**src/rtl/mem_port_arbiter.sv**
```systemverilog
// mem_port_arbiter: shares one fixed-latency memory port between fetch and data, data first.
// Optional macro ARB_STATS_EN adds per-requester wait-cycle counters.
module mem_port_arbiter #(
    parameter int MEM_LATENCY = 4,
    parameter int ADDR_W      = 16
) (
    input  logic              clk,
    input  logic              reset_n,
    input  logic              if_req,
    input  logic [ADDR_W-1:0] if_addr,
    input  logic              if_cancel,
    output logic              imem_r,
    output logic [15:0]       instr,
    input  logic              d_req,
    input  logic              d_we,
    input  logic [1:0]        d_bmask,
    input  logic [ADDR_W-1:0] d_addr,
    input  logic [15:0]       d_wdata,
    output logic              dmem_r,
    output logic [15:0]       d_rdata,
    output logic              mem_en,
    output logic [1:0]        mem_we,
    output logic [ADDR_W-1:0] mem_addr,
    output logic [15:0]       mem_wdata,
`ifdef ARB_STATS_EN
    output logic [15:0]       if_wait_cnt,
    output logic [15:0]       d_wait_cnt,
`endif
    input  logic [15:0]       mem_rdata
);
    typedef enum logic [1:0] {IDLE, IBUSY, DBUSY} state_t;
    localparam logic [3:0] CNT_INIT = 4'(MEM_LATENCY - 1);
    state_t state;
    logic [3:0] cnt;
    logic store;
    logic done, grant_d, grant_i, release_port;
    always_comb begin
        done         = state != IDLE && cnt == 4'd0;
        grant_d      = d_req && (state == IDLE || (state == IBUSY && (done || if_cancel)));
        // The requester retiring at this edge is never regranted; only the other side may follow.
        grant_i      = if_req && !if_cancel && ((state == IDLE && !d_req) || (state == DBUSY && done));
        release_port = (state == IBUSY && (done || if_cancel)) || (state == DBUSY && done);
        imem_r       = state == IBUSY && done && !if_cancel;
        dmem_r       = state == DBUSY && done;
        instr        = imem_r ? mem_rdata : 16'h0;
        d_rdata      = dmem_r && !store ? mem_rdata : 16'h0;
    end
    always_ff @(posedge clk or negedge reset_n) begin
        if (!reset_n) begin
            state     <= IDLE;
            cnt       <= 4'd0;
            store     <= 1'b0;
            mem_en    <= 1'b0;
            mem_we    <= 2'b00;
            mem_addr  <= '0;
            mem_wdata <= 16'h0;
        end else if (grant_d) begin
            state     <= DBUSY;
            cnt       <= CNT_INIT;
            store     <= d_we;
            mem_en    <= 1'b1;
            mem_we    <= d_we ? d_bmask : 2'b00;
            mem_addr  <= d_addr;
            mem_wdata <= d_we ? d_wdata : 16'h0;
        end else if (grant_i) begin
            state     <= IBUSY;
            cnt       <= CNT_INIT;
            store     <= 1'b0;
            mem_en    <= 1'b1;
            mem_we    <= 2'b00;
            mem_addr  <= if_addr;
            mem_wdata <= 16'h0;
        end else if (release_port) begin
            state     <= IDLE;
            cnt       <= 4'd0;
            store     <= 1'b0;
            mem_en    <= 1'b0;
            mem_we    <= 2'b00;
            mem_addr  <= '0;
            mem_wdata <= 16'h0;
        end else if (cnt != 4'd0) begin
            cnt <= cnt - 4'd1;
        end
    end
`ifdef ARB_STATS_EN
    always_ff @(posedge clk or negedge reset_n) begin
        if (!reset_n) begin
            if_wait_cnt <= 16'h0;
            d_wait_cnt  <= 16'h0;
        end else begin
            if (if_req && !if_cancel && !imem_r && if_wait_cnt != 16'hFFFF)
                if_wait_cnt <= if_wait_cnt + 16'd1;
            if (d_req && !dmem_r && d_wait_cnt != 16'hFFFF)
                d_wait_cnt <= d_wait_cnt + 16'd1;
        end
    end
`endif
endmodule

```
**config.mk**
```make
export PLATFORM = sky130hd
export DESIGN_NAME = mem_port_arbiter
export DESIGN_NICKNAME = d
export VERILOG_FILES = /design/src/rtl/mem_port_arbiter.sv
export SDC_FILE = /design/constraint.sdc
export NUM_CORES = 1
export LEC_CHECK = 0
export CAP_MARGIN = 5
export CORE_MARGIN = 1
export CORE_UTILIZATION = 50
export CTS_BUF_LIST = sky130_fd_sc_hd__clkbuf_8 sky130_fd_sc_hd__clkbuf_16
export CTS_CLUSTER_SIZE = 10
export DETAILED_ROUTE_END_ITERATION = 8
export DONT_BUFFER_PORTS = 1
export PLACE_DENSITY = 0.68
export SKIP_CTS_REPAIR_TIMING = 1
export SLEW_MARGIN = 0
export SYNTH_ARGS = -nofsm -noshare
export SYNTH_HDL_FRONTEND = slang
export SYNTH_SLANG_ARGS = --single-unit
```
**constraint.sdc**
```tcl
create_clock -name clk -period 3.51 [get_ports clk]
set_input_delay 0.351 -clock clk [delete_from_list [all_inputs] [get_ports clk]]
set_output_delay 0.351 -clock clk [all_outputs]
set_load 0.05 [all_outputs]
```
Yosys cells after proc, flatten, opt, wreduce, memory -nomap -nowiden
Cells that the tools add are included.
{"block": "word_totals", "regBits": 42, "input_bits": 72, "output_inout_bits": 69, "word_cells": 56}
{"block": "classes", "add_sub_neg": 1, "eq_ne": 2, "mux": 23, "reduce_logical": 23}
{"operator": "16-bit two-way mux", "n": 8}
{"operator": "4-bit two-way mux", "n": 4}
{"operator": "2-bit two-way mux", "n": 6}
{"operator": "1-bit logical AND", "n": 10}
{"operator": "4-bit nonzero test", "n": 2}
{"operator": "1-bit two-way mux", "n": 5}
{"operator": "4-bit zero test", "n": 1}
{"operator": "1-bit logical OR", "n": 4}
{"operator": "4-bit by 1-bit subtractor with 4-bit output, second input constant", "n": 1}
{"operator": "1-bit zero test", "n": 3}
{"operator": "3-bit nonzero test", "n": 1}
{"operator": "2-bit by 1-bit equality test with 1-bit output, second input constant", "n": 1}
{"operator": "2-bit equality test, second input constant", "n": 1}
{"operator": "2-bit zero test", "n": 1}
{"operator": "2-bit nonzero test", "n": 1}

Logic depth before layout (Yosys ltp)
Gate-level depths: netlist of the first run.
{"block": "depth", "ltp_word": 8, "ltp_mapped": 9, "ltp_nobuf": 6}

Worst setup path before layout of the first run
OpenSTA, ideal clock, no wires.
{"block": "synth_timing", "kind": "register to output", "from": "register cnt[0]", "to": "output port instr[10]", "t_arrival_ns": 2.222, "required_ns": 3.159, "slack_ns": 0.937, "path_stages_with_launch": 8, "path_buffers": 2, "path_cell_list": "dfrtp_1 inv_1 ha_1 or3b_1 buf_2 nor3b_2 buf_2 and2_1"}
{"block": "synth_between", "elab_chain_len": 5}
{"element": "start, declared", "line": "34", "rtl": "logic [3:0] cnt;"}
{"element": "start signal, assigned", "line": "82", "rtl": "cnt <= cnt - 4'd1;"}
{"element": "4-bit zero test", "line": "38", "rtl": "done = state != IDLE && cnt == 4'd0;"}
{"element": "1-bit logical AND", "line": "38"}
{"element": "1-bit logical AND (2 in series)", "line": "43", "rtl": "imem_r = state == IBUSY && done && !if_cancel;"}
{"element": "net imem_r", "line": "12", "rtl": "output logic imem_r,"}
{"element": "16-bit two-way mux", "line": "45", "rtl": "instr = imem_r ? mem_rdata : 16'h0;"}
{"element": "end, declared", "line": "13", "rtl": "output logic [15:0] instr,"}
The timed path passes the listed nets, and every way through them passes these cells.

Final worst setup path of the first run
{"block": "layout_timing", "from": "register cnt[0]", "to": "output port d_rdata[8]"}
{"block": "layout_between", "elab_chain_len": 5}
{"element": "4-bit zero test", "line": "38"}
{"element": "1-bit logical AND", "line": "38"}
{"element": "1-bit logical AND", "line": "44", "rtl": "dmem_r = state == DBUSY && done;"}
{"element": "1-bit logical AND", "line": "46", "rtl": "d_rdata = dmem_r && !store ? mem_rdata : 16'h0;"}
{"element": "16-bit two-way mux", "line": "46"}
{"element": "end, declared", "line": "20", "rtl": "output logic [15:0] d_rdata,"}
No other way between the ends.

==> results.md, run 1 <==
- Synth Area per Inst: 11.11 um^2
- Post-Synth Simple-Gate Area: 22.70%
- Worst-skew pair later-pin latency: 290 ps
- Seq/Total Area, Yosys: 50.57%
- Tightest Pin Transition: 1061 ps
- Via density: 6.684
- Seq cells post-synth: 42
- Post-synth top area share: 50.57%
- Share of cells above drive strength 1: 9.239%
- Core ar.: 4000 um^2
- Area fraction in compound gates after synthesis: 21.55%
- Clk_skew: 4.811 ps
- Post-route ant nets: 0
- Critical Path Start: cnt[0]$_DFFE_PN0P_
- Crit path DAT: 2660 ps
- Syn_nets: 260
- Rel. slew slack: 28.90%
- Dominant cells by area after synthesis: dfrtp_1 51%, and2_1 9.6%, a221o_1 7.7%
- Largest family of logic cells by synthesized area: simple AND/OR/NAND/NOR gates
- HP Class: input pin to flip-flop
- Clock root cell: clkbuf_8
- Max cap viols: 0
- DRT Pass-1 Iters: 4
- H-tree depth: 2
- Min cycle time layout: 3010 ps
- Total grt overflow: 0
- WL/cell: 20.75 um
- Vias: 1564
- Global-route wire length before repair: 7.376 mm
- Leading area contributor after synthesis: dfrtp_1
- Width of the die: 66.47 um
- Die Y: 66.47 um
- DP HPWL: 3.526 mm
- Outcome: finished clean
- Cells after Synth: 187
- Ports: 141
- Num rows: 23
- Proportion of synthesized area in mux cells: 0%
- Final WL: 4.856 mm
- Top cells by count, synth: 42 x dfrtp_1, 32 x and2_1, 18 x a22o_1, 17 x and3_1, 16 x a221o_1
- Critical path peak fanout: 16
- Reg2reg end: mem_addr[13]$_DFFE_PN0P_
- Post-Synth Adder-Cell Area: 0.6020%
- Fin nets: 257
- Power, Total: 2.270 mW
- Most numerous cell in the Yosys netlist: dfrtp_1
- Clock Sinks: 42
- LEAKAGE: 1.059 nW
- IO buf count: 0
- Die area: 4418 um^2
- Slew Viols, Final: 0
- R2r startpoint: cnt[0]$_DFFE_PN0P_
- Vias in the first global route: 1500
- Worst reg-to-reg setup slack: 980 ps
- Initial antenna violation count: 0
- Async SR Flop Fraction: 100.0%
- Fill cells: 353
- Post-synth cell types: 37
- Setup TNS: 0 ps
- CP Data Required Time: 3160 ps
- Fin crit share: 85.74%
- All-Layer GR Usage: 23.46%
- Max Clk Rate: 332.3 MHz
- # DRC: 0
- Peak supply drop: 575.1 uV
- Num CTS Buffers: 5
- Yosys Warn Count: 0
- Initial DRC Count: 78
- Ant diodes: 0
- Critical Path Start Type: flip-flop
- Synth-to-layout area growth: 5.539%
- Gp weighted congestion: 0.8571
- Mapped Area: 2078 um^2
- Crit path to: d_rdata[8]
- Post-synth EDFFs: 0
- CTS tree: built
- Setup Viol. Count Final: 0
- Post-synthesis xor/xnor area fraction: 0%
- Synth Flop Type: dfrtp_1
- Largest net degree at the start of global routing: 43
- CTS clk-pin slew, worst paths: 70 ps
- R2R depth: 6
- Power Density: 1035 nW/um^2
- Critical path capture point type: output port
- CTS max path bufs: 2
- Starting Density: 51.95%
- Crit path kind: flip-flop to output port
- Unrepaired setup endpoints after global routing: false
- Final Hold Fails: 0
==> through the flow <==
step           util, %  worst slack [ps]  hold WS [ps]  cells  area, um^2
2_1_floorplan        -             936.5         55.41    187        2078
3_3_place_gp     51.89             895.1         56.16    225        2076
3_5_place_dp     51.89             814.6         56.11    225        2076
4_1_cts          53.89             493.2        -260.6    232        2156
5_1_grt          54.83             292.3         177.4    234        2193
6_report         54.83             500.4         179.3    234        2193
==> report_power, final <==
part	switching, mW	total, mW	internal (mW)
Combinational	0.270	0.525	0.255
Sequential	0.781	1.46	0.677
Clock	0.154	0.287	0.133
Total	1.20	2.27	1.07
==> cells by family (layout without fill, tap and decap cells) <==
logic type               count (synthesis)  in the layout
AO/OA/AOI/OAI                           54             54
adder cells (fa/ha/maj)                  1              1
buffers and inverters                   18             15
flip-flops                              42             42
AND/OR/NAND/NOR                         72             72
==> metal layers <==
metal  up-vias  global-route usage, %  part of all wire, %
li1        683                      -                    -
met2       123                  40.05                   51
met4         0                  8.777                  1.1
met3         5                  9.075                  9.9
met5         -                      0                    0
met1       753                  26.37                   38
==> layout make-up <==
| type | instances | area (um^2) | area share (%) |
|---|---|---|---|
| Clock buffer | 5 | 68.82 | 3.137 |
| Multi-Input combinational cell | 127 | 932.1 | 42.50 |
| Timing Repair Buffer | 4 | 52.55 | 2.396 |
| Inverter | 4 | 15.01 | 0.6845 |
| Tap cell | 50 | 62.56 | 2.852 |
| Clock inverter | 2 | 11.26 | 0.5134 |
| Sequential cell | 42 | 1051 | 47.92 |
==> state kept, by name, indices dropped and copies added (netlist names) <==
| signal | cells |
|---|---|
| cnt | 4 |
| mem_addr | 16 |
| mem_en | 1 |
| mem_wdata | 16 |
| mem_we | 2 |
| state | 2 |
| store | 1 |
==> cell usage in the layout, fill, tap and decap left out, types with 2 or more instances in the layout <==
master,instances
dfrtp_1,42
nor2b_1,2
a221o_1,16
buf_4,2
nand2b_1,3
a21o_1,3
o21ai_0,6
a22o_1,18
clkbuf_8,5
and2_1,32
a21oi_1,3
nand3_1,3
nor2_1,4
nor3b_2,2
inv_1,4
and3_1,17
==> worst max-delay path, cell delays in order, from the launching register on <==
cell and delay (ps):
dfrtp_1 410, inv_1 70, ha_1 200, or3b_1 490
or2_1 320, nor2_2 360, and2_1 520
==> worst min-delay path by stage <==
stage	start	end	slack [ps]	cells after the start
after floorplan	reset_n	cnt[0]$_DFFE_PN0P_	60	0
after global placement	reset_n	mem_wdata[4]$_DFFE_PN0P_	60	0
after detailed placement	reset_n	mem_we[0]$_DFFE_PN0P_	60	0
after CTS	reset_n	mem_addr[9]$_DFFE_PN0P_	-260	0
after global routing	d_wdata[14]	mem_wdata[14]$_DFFE_PN0P_	180	1
final	if_cancel	state[0]$_DFFE_PN0P_	180	1
Power figures use the tool's default switching activity.
==> run 2, diff against run 1 <==
--- a/config.mk
+++ b/config.mk
@@ -7,14 +7,15 @@
 export LEC_CHECK = 0
 export CAP_MARGIN = 5
 export CORE_MARGIN = 1
-export CORE_UTILIZATION = 50
-export CTS_BUF_LIST = sky130_fd_sc_hd__clkbuf_8 sky130_fd_sc_hd__clkbuf_16
+export CORE_UTILIZATION = 30
+export CTS_BUF_LIST = sky130_fd_sc_hd__clkbuf_4 sky130_fd_sc_hd__clkbuf_8
 export CTS_CLUSTER_SIZE = 10
 export DETAILED_ROUTE_END_ITERATION = 8
 export DONT_BUFFER_PORTS = 1
-export PLACE_DENSITY = 0.68
+export PLACE_DENSITY = 0.47
 export SKIP_CTS_REPAIR_TIMING = 1
 export SLEW_MARGIN = 0
 export SYNTH_ARGS = -nofsm -noshare
 export SYNTH_HDL_FRONTEND = slang
 export SYNTH_SLANG_ARGS = --single-unit
+export TNS_END_PERCENT = 10
==> run 2 against run 1 <==
Effect of this change:
- register-to-register slack got worse by 120 ps
- critical endpoint is now d_rdata[10]
- sequential power about the same
- critical path depth is the same
- highest routed layer unchanged
==> results.md, run 2 (same netlist as run 1, synthesis figures left out) <==
- Outcome: finished clean
- CP delay by family, top: simple AND/OR/NAND/NOR gates
- Fin crit share: 86.67%
- Width of the die: 85.23 um
- Tightest Pin Transition: 1185 ps
- Rel. slew slack: 20.56%
- Critical Path Start: cnt[0]$_DFFE_PN0P_
- Initial DRC Count: 89
- CTS tree: built
- Initial antenna violation count: 0
- Share of cells above drive strength 1: 17.41%
- Via density: 5.709
- H-tree depth: 2
- Starting Density: 31.82%
- Max cap viols: 0
- Slowest CP cell: and2_1
- Global-route wire length before repair: 8.673 mm
- DP HPWL: 4.080 mm
- Ant diodes: 0
- HP Class: input pin to flip-flop
- Num rows: 29
- CTS clk-pin slew, worst paths: 80 ps
- IO buf count: 0
- Peak supply drop: 460.8 uV
- Worst reg-to-reg setup slack: 860 ps
- Vias: 1587
- Setup TNS: 0 ps
- DRT Pass-1 Iters: 4
- Total grt overflow: 0
- WL/cell: 20.23 um
- CTS max path bufs: 2
- Largest registers: mem_addr x16, mem_wdata x16, cnt x4
- CP Data Required Time: 3160 ps
- Die area: 7264 um^2
- Gp weighted congestion: 0.7420
- Critical Path Start Type: flip-flop
- Unrepaired setup endpoints after global routing: false
- Clk_skew: 2.357 ps
- Num CTS Buffers: 5
- Min cycle time layout: 3042 ps
- Post-route ant nets: 0
- R2R depth: 6
- R2r startpoint: cnt[0]$_DFFE_PN0P_
- Final WL: 5.624 mm
- CP Buf/Inv Count: 1
- Slew Viols, Final: 0
- CP Cell Sequence: inv_1, ha_1, or3b_1, or2_1, nor2_2, and2_1
- Worst path depth: 6
- Vias in the first global route: 1631
- Ports: 141
- Crit path kind: flip-flop to output port
- Clock root cell: clkbuf_8
- Crit path to: d_rdata[10]
- Largest stage delay, worst path: 520 ps
- All-Layer GR Usage: 15.49%
- Clock Sinks: 42
- Hold_ws: 163.0 ps
- Setup Viol. Count Final: 0
- LEAKAGE: 1.152 nW
- Die Y: 85.23 um
- # DRC: 0
- Largest net degree at the start of global routing: 43
- Critical path capture point type: output port
- Power Density: 982.7 nW/um^2
- Final core utilization: 36.17%
- Commonest non-fill, non-tap cell in the layout: dfrtp_1
- Critical path peak fanout: 16
- Fill cells: 660
- Final Hold Fails: 0
- Synth-to-layout area growth: 13.67%
- Max Clk Rate: 328.7 MHz
- Highest-count cells in the layout ignoring fill and taps: 42 x dfrtp_1, 32 x and2_1, 18 x a22o_1, 18 x buf_4, 17 x and3_1
- Worst-skew pair later-pin latency: 290 ps
- Reg2reg end: mem_wdata[1]$_DFFE_PN0P_
- Fin nets: 273
- Core ar.: 6531 um^2
- Crit path DAT: 2690 ps
-- run 2: per-layer routing --
layer,up-vias,global-route usage [%],part of all wire [%]
li1,719,-,-
met1,771,18.71,39
met2,92,25.51,51
met3,5,6.031,9.1
met4,0,4.777,0.80
met5,-,0,0
-- run 2: power by group --
group	total (mW)	switching [mW]	leakage, nW	internal [mW]
combinational	0.541	0.283	0.557	0.258
clock	0.321	0.163	0.0472	0.158
sequential	1.46	0.783	0.548	0.677
total	2.32	1.23	1.15	1.09
-- run 2: through the flow --
step	instances	power, mW	setup slack (ps)	cell area (um^2)
2_1_floorplan	187	1.887	936.5	2078
5_1_grt	278	2.449	283.5	2362
3_5_place_dp	268	2.006	774.8	2230
6_report	278	2.321	467.9	2362
4_1_cts	276	2.330	454.2	2325
3_3_place_gp	268	1.972	888.4	2230
-- run 2: worst min-delay path by stage --
stage	slack, ps	endpoint	depth (start not counted)	from
6_report	160	state[0]$_DFFE_PN0P_	1	if_cancel
5_1_grt	170	state[0]$_DFFE_PN0P_	1	if_cancel
4_1_cts	-260	mem_wdata[14]$_DFFE_PN0P_	0	reset_n
3_5_place_dp	60	mem_addr[10]$_DFFE_PN0P_	0	reset_n
3_3_place_gp	60	mem_addr[10]$_DFFE_PN0P_	0	reset_n
2_1_floorplan	60	cnt[0]$_DFFE_PN0P_	0	reset_n
-- run 2: worst register-to-register path, cell delays in order, from the launching register on --
cell and delay [ps]:
dfrtp_1 420, inv_1 70, ha_1 200, or3b_1 510, nand3b_2 400, and3_1 740
a22o_1 250
-- run 2: cell type report --
type	count	area, um^2	area share, %
clock buffer	6	82.58	3.496
clock inverter	2	12.51	0.5297
inverter	4	15.01	0.6356
multi-input combinational	127	932.1	39.46
sequential	42	1051	44.49
tap	77	96.34	4.078
timing repair buffer	20	172.7	7.309
